## config.mk

```make
export PLATFORM = sky130hd
export DESIGN_NAME = shift_arb
export DESIGN_NICKNAME = d
export VERILOG_FILES = /design/src/rtl/shift_arb.sv
export SDC_FILE = /design/constraint.sdc
export NUM_CORES = 1
export LEC_CHECK = 0
export ABC_AREA = 1
export ABC_CLOCK_PERIOD_IN_PS = 3300
export BUFFER_PORTS_ARGS = -buffer_cell sky130_fd_sc_hd__buf_4
export CAP_MARGIN = 5
export CORE_MARGIN = 4
export CORE_UTILIZATION = 35
export DETAILED_ROUTE_END_ITERATION = 8
export HOLD_SLACK_MARGIN = 0.02
export PLACE_DENSITY = 0.56
export SLEW_MARGIN = 25
export SYNTH_ARGS = -nofsm -noshare
export SYNTH_HDL_FRONTEND = slang
export SYNTH_SLANG_ARGS = --single-unit
```

## constraint.sdc

```tcl
create_clock -name clk -period 3.3 [get_ports clk]
set_input_delay 0.99 -clock clk [delete_from_list [all_inputs] [get_ports clk]]
set_output_delay 0.99 -clock clk [all_outputs]
set_load 0.02 [all_outputs]
```

## src/rtl/shift_arb.sv

```systemverilog
// shift_arb: two-requester round-robin arbiter feeding a shared 32-bit
// barrel shifter through a two-stage pipeline (operand stage S1, result
// stage S2). Results leave over a valid/ready port tagged with the id of
// the requester that issued them.

// shift_mux: combinational 32-bit barrel shifter.
// Left shifts are performed as right shifts on the bit-reversed operand,
// so a single log-shifter serves all three modes.
module shift_mux (
  input  logic [31:0] d,
  input  logic [4:0]  sa,
  input  logic        right,
  input  logic        arith,
  output logic [31:0] sh
);

  logic [31:0]      rev_in;
  logic [5:0][31:0] stage;
  logic             fill;

  // Sign fill only applies to arithmetic right shifts; left and logical
  // right shifts bring in zeros.
  assign fill = right & arith & d[31];

  // Reverse the operand for left shifts so the stages only shift right.
  genvar gi;
  generate
    for (gi = 0; gi < 32; gi++) begin : g_rev_in
      assign rev_in[gi] = right ? d[gi] : d[31-gi];
    end
  endgenerate

  assign stage[0] = rev_in;

  // Log shifter: stage gi shifts right by 2**gi when sa[gi] is set.
  generate
    for (gi = 0; gi < 5; gi++) begin : g_stage
      localparam int STEP = 1 << gi;
      assign stage[gi+1] = sa[gi] ? {{STEP{fill}}, stage[gi][31:STEP]}
                                  : stage[gi];
    end
  endgenerate

  // Undo the reversal for left shifts.
  generate
    for (gi = 0; gi < 32; gi++) begin : g_rev_out
      assign sh[gi] = right ? stage[5][gi] : stage[5][31-gi];
    end
  endgenerate

endmodule

module shift_arb #(
  parameter logic PRIO_RST = 1'b0
) (
  input  logic        clk,
  input  logic        clr,
  input  logic        req0,
  input  logic [31:0] d0,
  input  logic [4:0]  sa0,
  input  logic        right0,
  input  logic        arith0,
  output logic        gnt0,
  input  logic        req1,
  input  logic [31:0] d1,
  input  logic [4:0]  sa1,
  input  logic        right1,
  input  logic        arith1,
  output logic        gnt1,
  output logic        vld,
  output logic [31:0] sh,
  output logic        id,
  input  logic        rdy
);

  // Round-robin pointer: index of the requester favoured on a tie.
  logic        ptr_reg;
  logic        ptr_next;

  // Stage 1: granted operands waiting for the shifter.
  logic        s1_vld_reg;
  logic [31:0] s1_d_reg;
  logic [4:0]  s1_sa_reg;
  logic        s1_right_reg;
  logic        s1_arith_reg;
  logic        s1_id_reg;

  // Stage 2: registered result presented on the output port.
  logic        vld_reg;
  logic [31:0] sh_reg;
  logic        id_reg;

  logic        stall;
  logic        accept;
  logic [1:0]  req_vec;
  logic [1:0]  gnt_vec;
  logic        any_gnt;
  logic        gnt_id;
  logic [31:0] sel_d;
  logic [4:0]  sel_sa;
  logic        sel_right;
  logic        sel_arith;
  logic [31:0] shift_res;

  // A held result blocks both pipeline stages, so new work is only taken
  // when the output is empty or being drained this cycle. Grants are also
  // suppressed while reset is asserted.
  assign stall   = vld_reg & ~rdy;
  assign accept  = ~stall & ~clr;
  assign req_vec = {req1, req0};

  // Grant selection: a lone requester wins outright, a tie goes to ptr.
  always_comb begin
    gnt_vec = 2'b00;
    if (accept) begin
      case (req_vec)
        2'b01:   gnt_vec = 2'b01;
        2'b10:   gnt_vec = 2'b10;
        2'b11:   gnt_vec = ptr_reg ? 2'b10 : 2'b01;
        default: gnt_vec = 2'b00;
      endcase
    end
  end

  assign gnt0    = gnt_vec[0];
  assign gnt1    = gnt_vec[1];
  assign any_gnt = |gnt_vec;
  assign gnt_id  = gnt_vec[1];

  // After any grant the other requester becomes favoured; otherwise hold.
  always_comb begin
    ptr_next = ptr_reg;
    if (gnt_vec[0]) begin
      ptr_next = 1'b1;
    end else if (gnt_vec[1]) begin
      ptr_next = 1'b0;
    end
  end

  // Operand mux for the granted requester.
  always_comb begin
    sel_d     = gnt_id ? d1     : d0;
    sel_sa    = gnt_id ? sa1    : sa0;
    sel_right = gnt_id ? right1 : right0;
    sel_arith = gnt_id ? arith1 : arith0;
  end

  // Round-robin pointer register.
  always_ff @(posedge clk or posedge clr) begin
    if (clr) begin
      ptr_reg <= PRIO_RST;
    end else begin
      ptr_reg <= ptr_next;
    end
  end

  // Stage 1: load the granted operation, empty when nothing is granted,
  // hold everything while the output is stalled.
  always_ff @(posedge clk or posedge clr) begin
    if (clr) begin
      s1_vld_reg   <= 1'b0;
      s1_d_reg     <= 32'd0;
      s1_sa_reg    <= 5'd0;
      s1_right_reg <= 1'b0;
      s1_arith_reg <= 1'b0;
      s1_id_reg    <= 1'b0;
    end else if (!stall) begin
      s1_vld_reg <= any_gnt;
      if (any_gnt) begin
        s1_d_reg     <= sel_d;
        s1_sa_reg    <= sel_sa;
        s1_right_reg <= sel_right;
        s1_arith_reg <= sel_arith;
        s1_id_reg    <= gnt_id;
      end
    end
  end

  // Single shared shifter, driven straight from stage 1.
  shift_mux u_shift_mux (
    .d     (s1_d_reg),
    .sa    (s1_sa_reg),
    .right (s1_right_reg),
    .arith (s1_arith_reg),
    .sh    (shift_res)
  );

  // Stage 2: capture the shifter result; data only updates when stage 1
  // actually held an operation so an idle cycle leaves sh/id unchanged.
  always_ff @(posedge clk or posedge clr) begin
    if (clr) begin
      vld_reg <= 1'b0;
      sh_reg  <= 32'd0;
      id_reg  <= 1'b0;
    end else if (!stall) begin
      vld_reg <= s1_vld_reg;
      if (s1_vld_reg) begin
        sh_reg <= shift_res;
        id_reg <= s1_id_reg;
      end
    end
  end

  assign vld = vld_reg;
  assign sh  = sh_reg;
  assign id  = id_reg;

endmodule

```

Yosys cells after proc, flatten, opt, wreduce, memory -nomap -nowiden

Index checks and enable logic that the tools add are counted.

Add/subtract/negate cells: 0
Multipliers: 0
Divide/modulo/power cells: 0
Magnitude comparators: 0
Eq/ne operators: 3
Shift-type cells: 0
Mux-type cells: 78
Bitwise gates (word level): 7
Reductions and logical operators: 4

Operators with widths:

| kind                 | number |
|---|---|
| $mux W32             | 6 |
| $mux W1              | 68 |
| $pmux W2 S3          | 1 |
| $mux W5              | 1 |
| $and A1 B1 Y1        | 4 |
| $eq A2 B2 Y1 const B | 2 |
| $mux W2              | 2 |
| $reduce_and A2 Y1    | 2 |
| $not A1 Y1           | 3 |
| $eq A2 B1 Y1 const B | 1 |
| $reduce_bool A2 Y1   | 1 |
| $reduce_or A2 Y1     | 1 |

Register bits after elaboration: 76
Bits in latches: 0
RAM bits: 0
Memory bits (read-only): 0
Bits of input ports: 83
Output and inout bits: 36
Logic and storage cells: 102
Memories: 0

Longest topological paths before layout

Word-level depth: 8
Depth in mapped cells: 14
Gate-level depth less buffers: 13

By module

From an unflattened synthesis, not the netlist that was laid out.

Cells, all modules: 1060
Area total of the unflattened synthesis: 6234.7 um^2

By module, submodules not included:

| module    | instances | cells an instance | area an instance (um^2) | seq. area each (um^2) |
|---|---|---|---|---|
| shift_arb | 1         | 502               | 3726.1                  | 1901.8 |
| shift_mux | 1         | 558               | 2508.7                  | 0.0 |

Least setup slack after synthesis

Ideal clock, no wire load.

Path type: input to output
Start point: input port rdy
End point: output port gnt1
Arrival time: 1.757 ns
Data required time: 2.310 ns
Slack: 0.553 ns
Stages: 5
Buffers on the path: 1
Cells stage by stage: nor2_1 -> nor2_1 -> nand2_1 -> inv_2 -> clkbuf_1

Cells in the longest elaborated chain, start to end: 5

Ends and longest elaborated chain:

| item                        | line | RTL |
|---|---|---|
| start: declaration          | 73   | `input logic rdy` |
| $not A1 Y1                  | 108  | `assign stall = vld_reg & ~rdy;` |
| $and A1 B1 Y1               | 108  |  |
| $not A1 Y1 (no source line) | n/a  |  |
| $and A1 B1 Y1               | 109  | `assign accept = ~stall & ~clr;` |
| $mux W2                     | 115  | `if (accept) begin` |
| end: declaration            | 69   | `output logic gnt1,` |

Every way passes these cells.

Worst setup path after layout

Start point: input port rdy
End point: output port gnt0

Cells in the longest elaborated chain, start to end: 5

Ends and longest elaborated chain:

| item                        | line | RTL |
|---|---|---|
| $not A1 Y1                  | 108  |  |
| $and A1 B1 Y1               | 108  |  |
| $not A1 Y1 (no source line) | n/a  |  |
| $and A1 B1 Y1               | 109  |  |
| $mux W2                     | 115  |  |
| end: declaration            | 63   | `output logic gnt0,` |

Every way passes these cells.

==> summary.md <==
| Metric | Value |
|---|---|
| Skew final | `0.00859 ns` |
| P_sw | `3.49 mW` |
| Initial DRC Count | `570` |
| Routed vias | `6292` |
| Total clock sinks | `76` |
| Grt ovf | `0` |
| Syn nets | `982` |
| Synth unique cells | `17` |
| Element type at the critical path start | `input port` |
| Final wirelength | `18.0 mm` |
| Die Ht | `134 um` |
| Post-route insts no fill | `1191` |
| Post-Syn Area per Cell | `6.21 sq um` |
| Buffers on Ports | `118` |
| Combinational share of power | `63.0%` |
| Worst Path Required | `2.31 ns` |
| Pins Over Slew Limit | `0` |
| Max Cap Viol | `0` |
| CTS tree | `built` |
| First-pass GRT wire length | `30.0 mm` |
| Drt wl/cell | `15.1 um` |
| Number of global-route vias before repair | `6107` |
| Num rows | `45` |
| Root Buffer | `clkbuf_16` |
| Post-synthesis register bit count | `76` |
| Initial Util | `36.2%` |
| Post-route minimum period | `2.66 ns` |
| DRC | `0` |
| Tightest Pin Transition | `0.879 ns` |
| Global-route usage over all layers | `20.3%` |
| Initial antenna violation count | `0` |
| Syn Std Cell Area | `5590 sq um` |
| CP endpoint kind | `output port` |
| Clock Latency Late Sink | `0.35 ns` |
| Final HPWL DP | `13.4 mm` |
| GPL Wtd Cong | `0.915` |
| Relative slew slack | `41.0%` |
| VDD IR max | `0.394 mV` |
| Die width | `134 um` |
| Post-route ant nets | `0` |
| Layout cell share with drive strength beyond 1 | `16.2%` |
| Setup TNS Final | `0 ns` |
| Setup violators final | `0` |
| Diodes inserted | `0` |
| Fmax | `0.376 GHz` |
| Fin nets | `1060` |
| CTS Buf Count | `9` |
| # IOs | `119` |
| Power share of the sequential group | `23.8%` |
| Tcrit/Tclk final | `80.6%` |
| Clk pwr share | `13.2%` |
| Full die area | `18000 sq um` |
| Sw frac | `51.4%` |
| Hold Path Class | `reg2reg` |
| Hold Vio Cnt, Final | `0` |
| Cell count after synthesis | `899` |
| Status | `completed` |
| Crit Path Category | `in2out` |
| PD cells | `995 nW/um^2` |
| Largest fanout on the critical path | `3` |
| Postcts setup bufs | `0` |
| Leak pwr | `3.49 nW` |
| Number of vias per cell | `5.28` |
| Drt first pass iters | `5` |
| Int Power | `3.30 mW` |
| Seq/Total Area, Yosys | `34.1%` |
| Clock slew at reported path FFs | `0.06 ns` |
| CORE AREA | `15400 sq um` |
| H-tree Lvls | `3` |
| FF-to-FF setup slack | `1.19 ns` |
| Max Root-Sink Buffers | `2` |
| Area Growth Syn to Fin | `22.2%` |
| Post-CTS Hold Buffers | `0` |
| Inst Count DP | `1177` |
| Post_cts resized | `0` |
| Largest net degree at the start of global routing | `42` |
| Ys Warns | `0` |
| RSZ-0062 raised after global routing | `false` |
| Worst EP arrival | `1.67 ns` |
-- placed cells by master (no fill, tap or decap) --
| cell | n |
|---|---|
| o21ai_0 | 36 |
| o21ai_1 | 1 |
| buf_4 | 136 |
| a21oi_1 | 40 |
| inv_1 | 9 |
| o22ai_1 | 7 |
| dfrtp_2 | 1 |
| nor2_1 | 41 |
| clkbuf_8 | 1 |
| buf_12 | 1 |
| nand3_1 | 327 |
| inv_2 | 6 |
| clkinvlp_4 | 1 |
| clkbuf_16 | 9 |
| nand2_1 | 280 |
| nor2_2 | 3 |
| clkinv_2 | 1 |
| clkbuf_1 | 2 |
| clkinv_1 | 3 |
| dfrtp_1 | 75 |
-- metrics by stage --
step	total power, mW	hold slack, ns	utilization, %	worst slack, ns	instance area, sq um
after floorplan	4.69	0.431	-	0.372	5590
after global placement	5.88	0.465	42.6	0.636	6570
after detailed placement	5.90	0.471	42.6	0.634	6570
after CTS	6.83	0.486	44.2	0.631	6820
after global routing	7.48	0.495	44.2	0.559	6820
final	6.79	0.483	44.2	0.641	6820
-- Yosys cell counts, drive strengths merged --
cell    count  area (sq um)
inv        15          56.3
a21oi      40           200
o21ai      37           185
dfrtp      76          1900
clkbuf     27           101
o22ai       7          43.8
nor2       44           168
nand2     280          1050
clkinv      3          11.3
nand3     327          1640
buf        43           230
-- power groups by stage --
| stage | sequential, mW | clock, mW | combinational [mW] |
|---|---|---|---|
| CTS | 1.62 | 0.922 | 4.29 |
| global placement | 1.63 | 0 | 4.25 |
| finish | 1.61 | 0.895 | 4.28 |
| floorplan | 1.76 | 0 | 2.94 |
| detailed placement | 1.63 | 0 | 4.27 |
| global route | 1.67 | 0.960 | 4.85 |
-- layer usage --
layer  vias up  track usage [%]  share of wire (%)
met5         -                0                  0
met4         0             5.15                1.7
met3        23             4.69                4.6
met2       151             32.2                 46
met1      2917             28.1                 47
li1       3201                -                  -
-- cell type report --
| cell class | count | area, sq um |
|---|---|---|
| Clock buffer | 12 | 246 |
| Sequential cell | 76 | 1900 |
| Multi-Input combinational cell | 735 | 3290 |
| Timing Repair Buffer | 137 | 1040 |
| Clock inverter | 2 | 12.5 |
| Inverter | 18 | 67.6 |
| Fill cell | 1680 | 8600 |
| Tap cell | 211 | 264 |
-- final timing paths --
kind	startpoint	end	cells after the start
worst max-delay path	rdy	gnt0	6
min in group asynchronous	clr	ptr_reg	2
worst max register to register	s1_right_reg	sh[19]	11
max in group asynchronous	clr	s1_d_reg[11]	3
worst min register to register	sh[28]	sh[28]	2
worst min-delay path	sh[28]	sh[28]	2
-- logic make-up after synthesis --
group                  count (synthesis)  synth area share [%]
buffers and inverters                 88                  7.15
AND/OR/NAND/NOR                      651                  51.1
flip-flops                            76                  34.1
AO/OA/AOI/OAI                         84                  7.68
-- critical path, cell delays in order --
cell	delay, ns
buf_4	0.11
nor2_1	0.20
nor2_1	0.08
inv_1	0.09
nor2_2	0.04
buf_4	0.16
Power figures use the tool's default switching activity.
